===== config.mk =====
export PLATFORM = sky130hd
export DESIGN_NAME = uop_cache_ctrl
export DESIGN_NICKNAME = d
export VERILOG_FILES = /design/src/rtl/uop_cache_ctrl.sv
export SDC_FILE = /design/constraint.sdc
export NUM_CORES = 1
export LEC_CHECK = 0
export BUFFER_PORTS_ARGS = -buffer_cell sky130_fd_sc_hd__buf_4
export CAP_MARGIN = 20
export CORE_ASPECT_RATIO = 1.25
export CORE_MARGIN = 3
export CORE_UTILIZATION = 40
export DETAILED_ROUTE_END_ITERATION = 16
export MAX_ROUTING_LAYER = met4
export PLACE_DENSITY = 0.87
export RECOVER_POWER = 25
export SYNTH_ARGS = -nofsm -noshare
export SYNTH_HDL_FRONTEND = slang
export SYNTH_SLANG_ARGS = --single-unit

===== constraint.sdc =====
create_clock -name clk -period 3.05 [get_ports clk]
set_clock_uncertainty 0.2 [all_clocks]
set_input_delay 0.4575 -clock clk [delete_from_list [all_inputs] [get_ports clk]]
set_output_delay 0.4575 -clock clk [all_outputs]
set_load 0.05 [all_outputs]

===== src/rtl/uop_cache_ctrl.sv =====
// uop_cache_ctrl: address sequencer for the loop-buffer BRAM (capture, replay with wrap, invalidate).
// Latency: BRAM controls are combinational from state/pointers/inputs; out_valid follows bram_re by 1 cycle.
// Backpressure: none; rd_req issues one read per cycle, wr_valid beyond DEPTH entries aborts via overflow.
//
// Optional feature macro: UOP_CLEAR_SWEEP_EN
//   defined   -> CLEAR sweeps NOP_WORD into every entry over DEPTH cycles
//   undefined -> CLEAR is a single cycle that only zeroes pointers and loop_len
//
// Ports:
//   clk, reset                 clock and synchronous active-high reset
//   fill_start/fill_done       open/close a loop-body capture
//   wr_valid, wr_instr         loop-body instruction to store
//   rd_req                     issue the next replayed instruction
//   abort                      discard the buffer (FILL/REPLAY only)
//   bram_we/waddr/wdata        BRAM write port
//   bram_re/raddr, bram_rdata  BRAM read port (1-cycle read latency)
//   out_instr, out_valid       replayed instruction stream
//   loop_len                   captured entry count
//   replay_active, busy        REPLAY / CLEAR indicators
//   wrap, overflow             single-cycle event pulses

module uop_cache_ctrl #(
   parameter int                DEPTH    = 8,
   parameter int                ADDR_W   = 3,
   parameter int                DATA_W   = 32,
   parameter logic [DATA_W-1:0] NOP_WORD = 'h00000013
) (
   input  logic              clk,
   input  logic              reset,
   input  logic              fill_start,
   input  logic              wr_valid,
   input  logic [DATA_W-1:0] wr_instr,
   input  logic              fill_done,
   input  logic              rd_req,
   input  logic              abort,
   output logic              bram_we,
   output logic [ADDR_W-1:0] bram_waddr,
   output logic [DATA_W-1:0] bram_wdata,
   output logic              bram_re,
   output logic [ADDR_W-1:0] bram_raddr,
   input  logic [DATA_W-1:0] bram_rdata,
   output logic [DATA_W-1:0] out_instr,
   output logic              out_valid,
   output logic [ADDR_W:0]   loop_len,
   output logic              replay_active,
   output logic              busy,
   output logic              wrap,
   output logic              overflow
);

   typedef enum logic [1:0] {S_IDLE, S_FILL, S_REPLAY, S_CLEAR} state_t;

   localparam logic [ADDR_W:0] DEPTH_C = (ADDR_W+1)'(DEPTH);
   localparam logic [ADDR_W:0] ONE_C   = (ADDR_W+1)'(1);

   state_t            state_q, state_d;
   logic [ADDR_W-1:0] wr_ptr_q, wr_ptr_d;
   logic [ADDR_W-1:0] rd_ptr_q, rd_ptr_d;
   logic [ADDR_W:0]   count_q, count_d;
   logic [ADDR_W:0]   loop_len_q, loop_len_d;
   logic              out_valid_q;
`ifdef UOP_CLEAR_SWEEP_EN
   logic [ADDR_W-1:0] clr_ptr_q, clr_ptr_d;
`endif

   always_comb begin
      state_d    = state_q;
      wr_ptr_d   = wr_ptr_q;
      rd_ptr_d   = rd_ptr_q;
      count_d    = count_q;
      loop_len_d = loop_len_q;
`ifdef UOP_CLEAR_SWEEP_EN
      clr_ptr_d  = '0;
`endif
      bram_we    = 1'b0;
      bram_waddr = '0;
      bram_wdata = '0;
      bram_re    = 1'b0;
      bram_raddr = '0;
      wrap       = 1'b0;
      overflow   = 1'b0;

      case (state_q)
         S_IDLE: begin
            if (fill_start) begin
               wr_ptr_d = '0;
               count_d  = '0;
               state_d  = S_FILL;
            end
         end
         S_FILL: begin
            if (abort) begin
               state_d = S_CLEAR;
            end else begin
               if (wr_valid) begin
                  if (count_q < DEPTH_C) begin
                     bram_we    = 1'b1;
                     bram_waddr = wr_ptr_q;
                     bram_wdata = wr_instr;
                     wr_ptr_d   = wr_ptr_q + 1'b1;
                     count_d    = count_q + ONE_C;
                  end else begin
                     overflow = 1'b1;
                     state_d  = S_CLEAR;
                  end
               end
               // count_d already includes a same-cycle write, so loop_len covers it.
               if (fill_done && !overflow) begin
                  if (count_d == '0) begin
                     state_d = S_IDLE;
                  end else begin
                     loop_len_d = count_d;
                     rd_ptr_d   = '0;
                     state_d    = S_REPLAY;
                  end
               end
            end
         end
         S_REPLAY: begin
            if (abort) begin
               state_d = S_CLEAR;
            end else if (rd_req) begin
               bram_re    = 1'b1;
               bram_raddr = rd_ptr_q;
               // Wrap on the captured length, not on DEPTH.
               if ({1'b0, rd_ptr_q} == (loop_len_q - ONE_C)) begin
                  rd_ptr_d = '0;
                  wrap     = 1'b1;
               end else begin
                  rd_ptr_d = rd_ptr_q + 1'b1;
               end
            end
         end
         S_CLEAR: begin
`ifdef UOP_CLEAR_SWEEP_EN
            bram_we    = 1'b1;
            bram_waddr = clr_ptr_q;
            bram_wdata = NOP_WORD;
            clr_ptr_d  = clr_ptr_q + 1'b1;
            if (clr_ptr_q == ADDR_W'(DEPTH - 1)) begin
               wr_ptr_d   = '0;
               rd_ptr_d   = '0;
               count_d    = '0;
               loop_len_d = '0;
               state_d    = S_IDLE;
            end
`else
            wr_ptr_d   = '0;
            rd_ptr_d   = '0;
            count_d    = '0;
            loop_len_d = '0;
            state_d    = S_IDLE;
`endif
         end
         default: state_d = S_IDLE;
      endcase

      // While reset is held no BRAM access or event pulse may escape.
      if (reset) begin
         bram_we    = 1'b0;
         bram_waddr = '0;
         bram_wdata = '0;
         bram_re    = 1'b0;
         bram_raddr = '0;
         wrap       = 1'b0;
         overflow   = 1'b0;
      end
   end

   always_ff @(posedge clk) begin
      if (reset) begin
         state_q     <= S_IDLE;
         wr_ptr_q    <= '0;
         rd_ptr_q    <= '0;
         count_q     <= '0;
         loop_len_q  <= '0;
         out_valid_q <= 1'b0;
`ifdef UOP_CLEAR_SWEEP_EN
         clr_ptr_q   <= '0;
`endif
      end else begin
         state_q     <= state_d;
         wr_ptr_q    <= wr_ptr_d;
         rd_ptr_q    <= rd_ptr_d;
         count_q     <= count_d;
         loop_len_q  <= loop_len_d;
         // An in-flight read stays valid even if abort arrives; the consumer flushes it.
         out_valid_q <= bram_re;
`ifdef UOP_CLEAR_SWEEP_EN
         clr_ptr_q   <= clr_ptr_d;
`endif
      end
   end

   assign out_instr     = bram_rdata;
   assign out_valid     = out_valid_q;
   assign loop_len      = loop_len_q;
   assign replay_active = (state_q == S_REPLAY);
   assign busy          = (state_q == S_CLEAR);

endmodule


## After elaboration in Yosys (flattened, before gate mapping)

Index checks and enable logic that the tools add are counted.

- Memories: 0
- Output and inout port bits: 81
- Bits in writable memories: 0
- Logic and storage cells: 104
- Bits of input ports: 71
- Bits in read-only memories: 0
- Latch bits: 0
- Bits in registers: 17

- Reduce and logical (&&, ||, !) cells: 12
- Add/sub/neg operators: 4
- Muxes and demuxes: 66
- Shift-type cells: 0
- Bitwise operators: 0
- Div/mod/pow operators: 0
- Multiply operators: 0
- Equality and inequality tests: 15
- Order comparisons: 1

Operator list:

| kind | count |
|---|---|
| 32-bit two-way mux | 5 |
| 3-bit two-way mux | 19 |
| 4-bit two-way mux | 9 |
| 1-bit two-way mux | 21 |
| 2-bit inequality test (second input constant) | 9 |
| 3-bit case mux with 3 select lines | 2 |
| 2-bit two-way mux | 7 |
| 4-bit case mux with 3 select lines | 1 |
| 4-bit inequality test (second input constant) | 2 |
| 2-bit case mux with 4 select lines | 1 |
| 4-bit case mux with 2 select lines | 1 |
| 4-bit AND reduction | 2 |
| 3-bit by 1-bit adder with 3-bit output (second input constant) | 2 |
| 6-bit AND reduction | 1 |
| 3-bit nonzero test | 2 |
| 5-bit AND reduction | 1 |
| 4-bit by 1-bit adder with 4-bit output (second input constant) | 1 |
| 2-bit equality test (second input constant) | 2 |
| 3-bit by 4-bit equality test with 1-bit output | 1 |
| 4-bit logical NOT | 1 |
| 4-bit < comparator (second input constant) | 1 |
| 4-bit by 1-bit subtractor with 4-bit output (second input constant) | 1 |
| 3-bit AND reduction | 1 |
| 2-bit by 1-bit equality test with 1-bit output (second input constant) | 1 |
| other kinds (4) | 4 |

## Longest topological paths before layout

- Depth in word-level cells: 10
- Gate-level depth with buffers: 7
- Gate-level depth less buffers: 7

## Worst setup path before layout

No wires, ideal clock.

- Kind: flip-flop to output port
- From: register loop_len_q[0] (netlist: loop_len[0])
- To: output wrap
- Data arrival time: 2.661 ns
- Path slack: -0.268 ns
- Path buffers: 0
- Stages on the path, launching flop included: 7
- Data required time: 2.392 ns
- Path through: dfxtp_1 -> inv_1 -> ha_1 -> xnor2_1 -> a311oi_1 -> o21ai_0 -> nor3_1

- Longest elaborated chain between the ends: 7

Ends and longest elaborated chain:

| item | line | source |
|---|---|---|
| start, declared | 60 | `logic [ADDR_W:0] loop_len_q, loop_len_d;` |
| start signal, assigned | 186 | `loop_len_q <= loop_len_d;` |
| 4-bit by 1-bit subtractor with 4-bit output | 126 | `if ({1'b0, rd_ptr_q} == (loop_len_q - ONE_C)) begin` |
| 3-bit by 4-bit equality test with 1-bit output | 126 |  |
| 1-bit two-way mux | 126 |  |
| 1-bit two-way mux | 122 | `end else if (rd_req) begin` |
| 1-bit two-way mux | 120 | `if (abort) begin` |
| 1-bit two-way mux | 83 | `case (state_q)` |
| 1-bit two-way mux | 159 | `if (reset) begin` |
| end, declared | 47 | `output logic wrap,` |

Every way passes these cells.

==> flow_summary.yaml <==
floorplan:
  fp.coreArea_um2: 3630
  rows: 24
  chipWidth_um: 62.1
  die_h_um: 76.1
  die_area_um2: 4730
  io_pins: 152
  start_util: 0.433
timing:
  hold_violations: 0
  slew_viol_final: 0
  fin_crit_sh: 0.906
  setup_violations: 0
  fin_ws_ns: 0.287
  slew_headroom: 0.635
  max_freq_ghz: 0.362
  worst_slew_pin_slew_ns: 0.542
  rsz0062_at_grt: "no"
  period_needed_ns: 2.76
  whs_ns: 0.283
  setup_tns_ns: 0
final_layout:
  fin_util: 0.575
  area_growth_pct: 32.7
  final_cells: 307
  num_antenna_cells: 0
  nets: 331
  drive_gt1_frac: 0.400
  fin_area_um2: 2090
synthesis:
  synthesis.nets: 278
  yosysWarnings: 0
  netlist_area_um2: 1570
  seq_area_frac_synth: 0.216
  synth.avg_cell_area_um2: 7.75
  synth-main-ff-cell: "dfxtp_1"
  synth_commonest_cells: "and2_1 (39), buf_4 (32), dfxtp_1 (17), nor2_1 (12), a21oi_1 (10)"
  synth_cells: 203
  postSynth.asyncResetShare: 0
  netlist.area_leader.share: 0.216
  synthTopCellsByArea: "dfxtp_1 (22%), and2_1 (16%), buf_4 (15%)"
  synth_cell_types: 48
  yosys_register_bits: 17
  yosysMostFrequentCell: "and2_1"
  synth_edf_count: 0
  synth_top_area_cell: "dfxtp_1"
grt:
  antenna_found_initial: 0
  grt_max_degree: 37
  grt_pass1_wl_um: 6530
  track_usage: 0.174
  grt_pass1_vias: 1451
  grt_overflow: 0
cts:
  cts_buffers: 3
  h-tree-depth: 1
  clk_pin_slew_worst_paths_ns: 0.06
  cts_resized: 0
  cts.sinks: 17
  postCtsHoldBufs: 0
  ctsRootBufferMaster: "clkbuf_8"
  cts_max_path_buffers: 2
  postCtsSetupBuffers: 0
  clk_latency_ns: 0.25
  cts_tree: "yes"
placement:
  dpl_worst_slack_ns: 0.236
  dp_hpwl_um: 3410
  place_area_um2: 2020
  io_buffers: 87
  dp_cells: 302
  gp_congestion: 0.906
hold_path:
  hold_start: "wr_ptr_q[1]$_SDFFE_PP0P_"
  hold_path.class: "reg -> reg"
routing:
  route.detailed.drc: 0
  vias: 1551
  drt-initial-drc-count: 73
  viasPerCell: 5.05
  drt_wl_total_um: 4180
  drt-wirelength-per-cell_um: 13.6
  drt_first_pass_iters: 4
  ant_nets: 0
power:
  p_total_uw: 649
  power_density_nw_per_um2: 311
  leakagePower_nw: 0.963
  ir_drop_v: 0.000134
worst_setup_path:
  cp.required_ns: 2.39
  cp-end-kind: "primary output"
  crit_arrival_ns: 2.11
  start_kind: "flip-flop"
  worstPathMaxFanout: 18
  timing.rr.start: "count_q[0]$_SDFFE_PP0P_"
  path_class: "reg -> out"
outcome:
  outcome: "finished, final reports clean"
flow_run:
  drv_cap: 0
sequential cells by signal (all words and copies together) (netlist names), named ones only:
signal / cells
rd_ptr_q: 3
count_q: 4
wr_ptr_q: 3
out_valid: 1
state_q: 1
loop_len: 4
final cells by class:
type                    instances  area, um2
clock buffers                   4       45.0
repair buffers                 89        668
multi-input cells             138        943
inverters                       7       26.3
flip-flops and latches         17        340
fillers                       332       1550
well taps                      52       65.1
cell usage in the layout, fill, tap and decap left out, drive strengths merged, types with 2 or more instances in the layout:
| cell type | instances |
|---|---|
| a21oi | 11 |
| and2 | 39 |
| and3 | 2 |
| buf | 89 |
| clkbuf | 4 |
| dfxtp | 17 |
| ha | 4 |
| inv | 7 |
| mux2i | 4 |
| nand2 | 7 |
| nand2b | 5 |
| nand3 | 2 |
| nand3b | 2 |
| nor2 | 12 |
| nor2b | 3 |
| nor3 | 11 |
| nor4 | 2 |
| o21ai | 4 |
| o22ai | 2 |
| o311ai | 2 |
| o41ai | 2 |
| or3 | 2 |
| or4 | 2 |
| xnor2 | 4 |
| xor2 | 2 |
per-layer routing:
metal | wire, um | vias to the layer above | part of all wire | track usage
li1 | - | 763 | - | -
met1 | 1540 | 704 | 0.37 | 0.173
met2 | 2140 | 66 | 0.51 | 0.295
met3 | 366 | 18 | 0.088 | 0.0546
met4 | 139 | 0 | 0.033 | 0.106
met5 | 0 | - | 0 | -
worst max-delay path, cell delays in order (launching register included):
cell	delay, ns
dfxtp_1	0.48
nand2b_2	0.28
o22ai_2	0.21
nor3_4	0.45
and2_1	0.22
buf_4	0.20
cell families (layout without fill, tap and decap cells):
kind of cell / Yosys count / count (layout) / share of synthesized area
compound gates: 31 / 31 / 0.146
xor+xnor: 6 / 6 / 0.0334
fa+ha+maj: 4 / 4 / 0.0318
buf+inv: 49 / 100 / 0.200
flops: 17 / 17 / 0.216
mux: 4 / 4 / 0.0254
simple gates: 92 / 93 / 0.347
path summary, 6_finish.rpt:
check | end | slack [ns] | depth (start not counted)
max | bram_wdata[0] | 0.29 | 5
min | wr_ptr_q[1]$_SDFFE_PP0P_ | 0.28 | 2
max reg2reg | loop_len[0]$_SDFFE_PP0P_ | 0.93 | 6
min reg2reg | wr_ptr_q[1]$_SDFFE_PP0P_ | 0.28 | 2
report_power, final:
group          internal (mW)  switching (mW)
sequential             0.230          0.0110
clock                 0.0927          0.0744
combinational         0.0967           0.145
(Power assumes the default switching activity.)
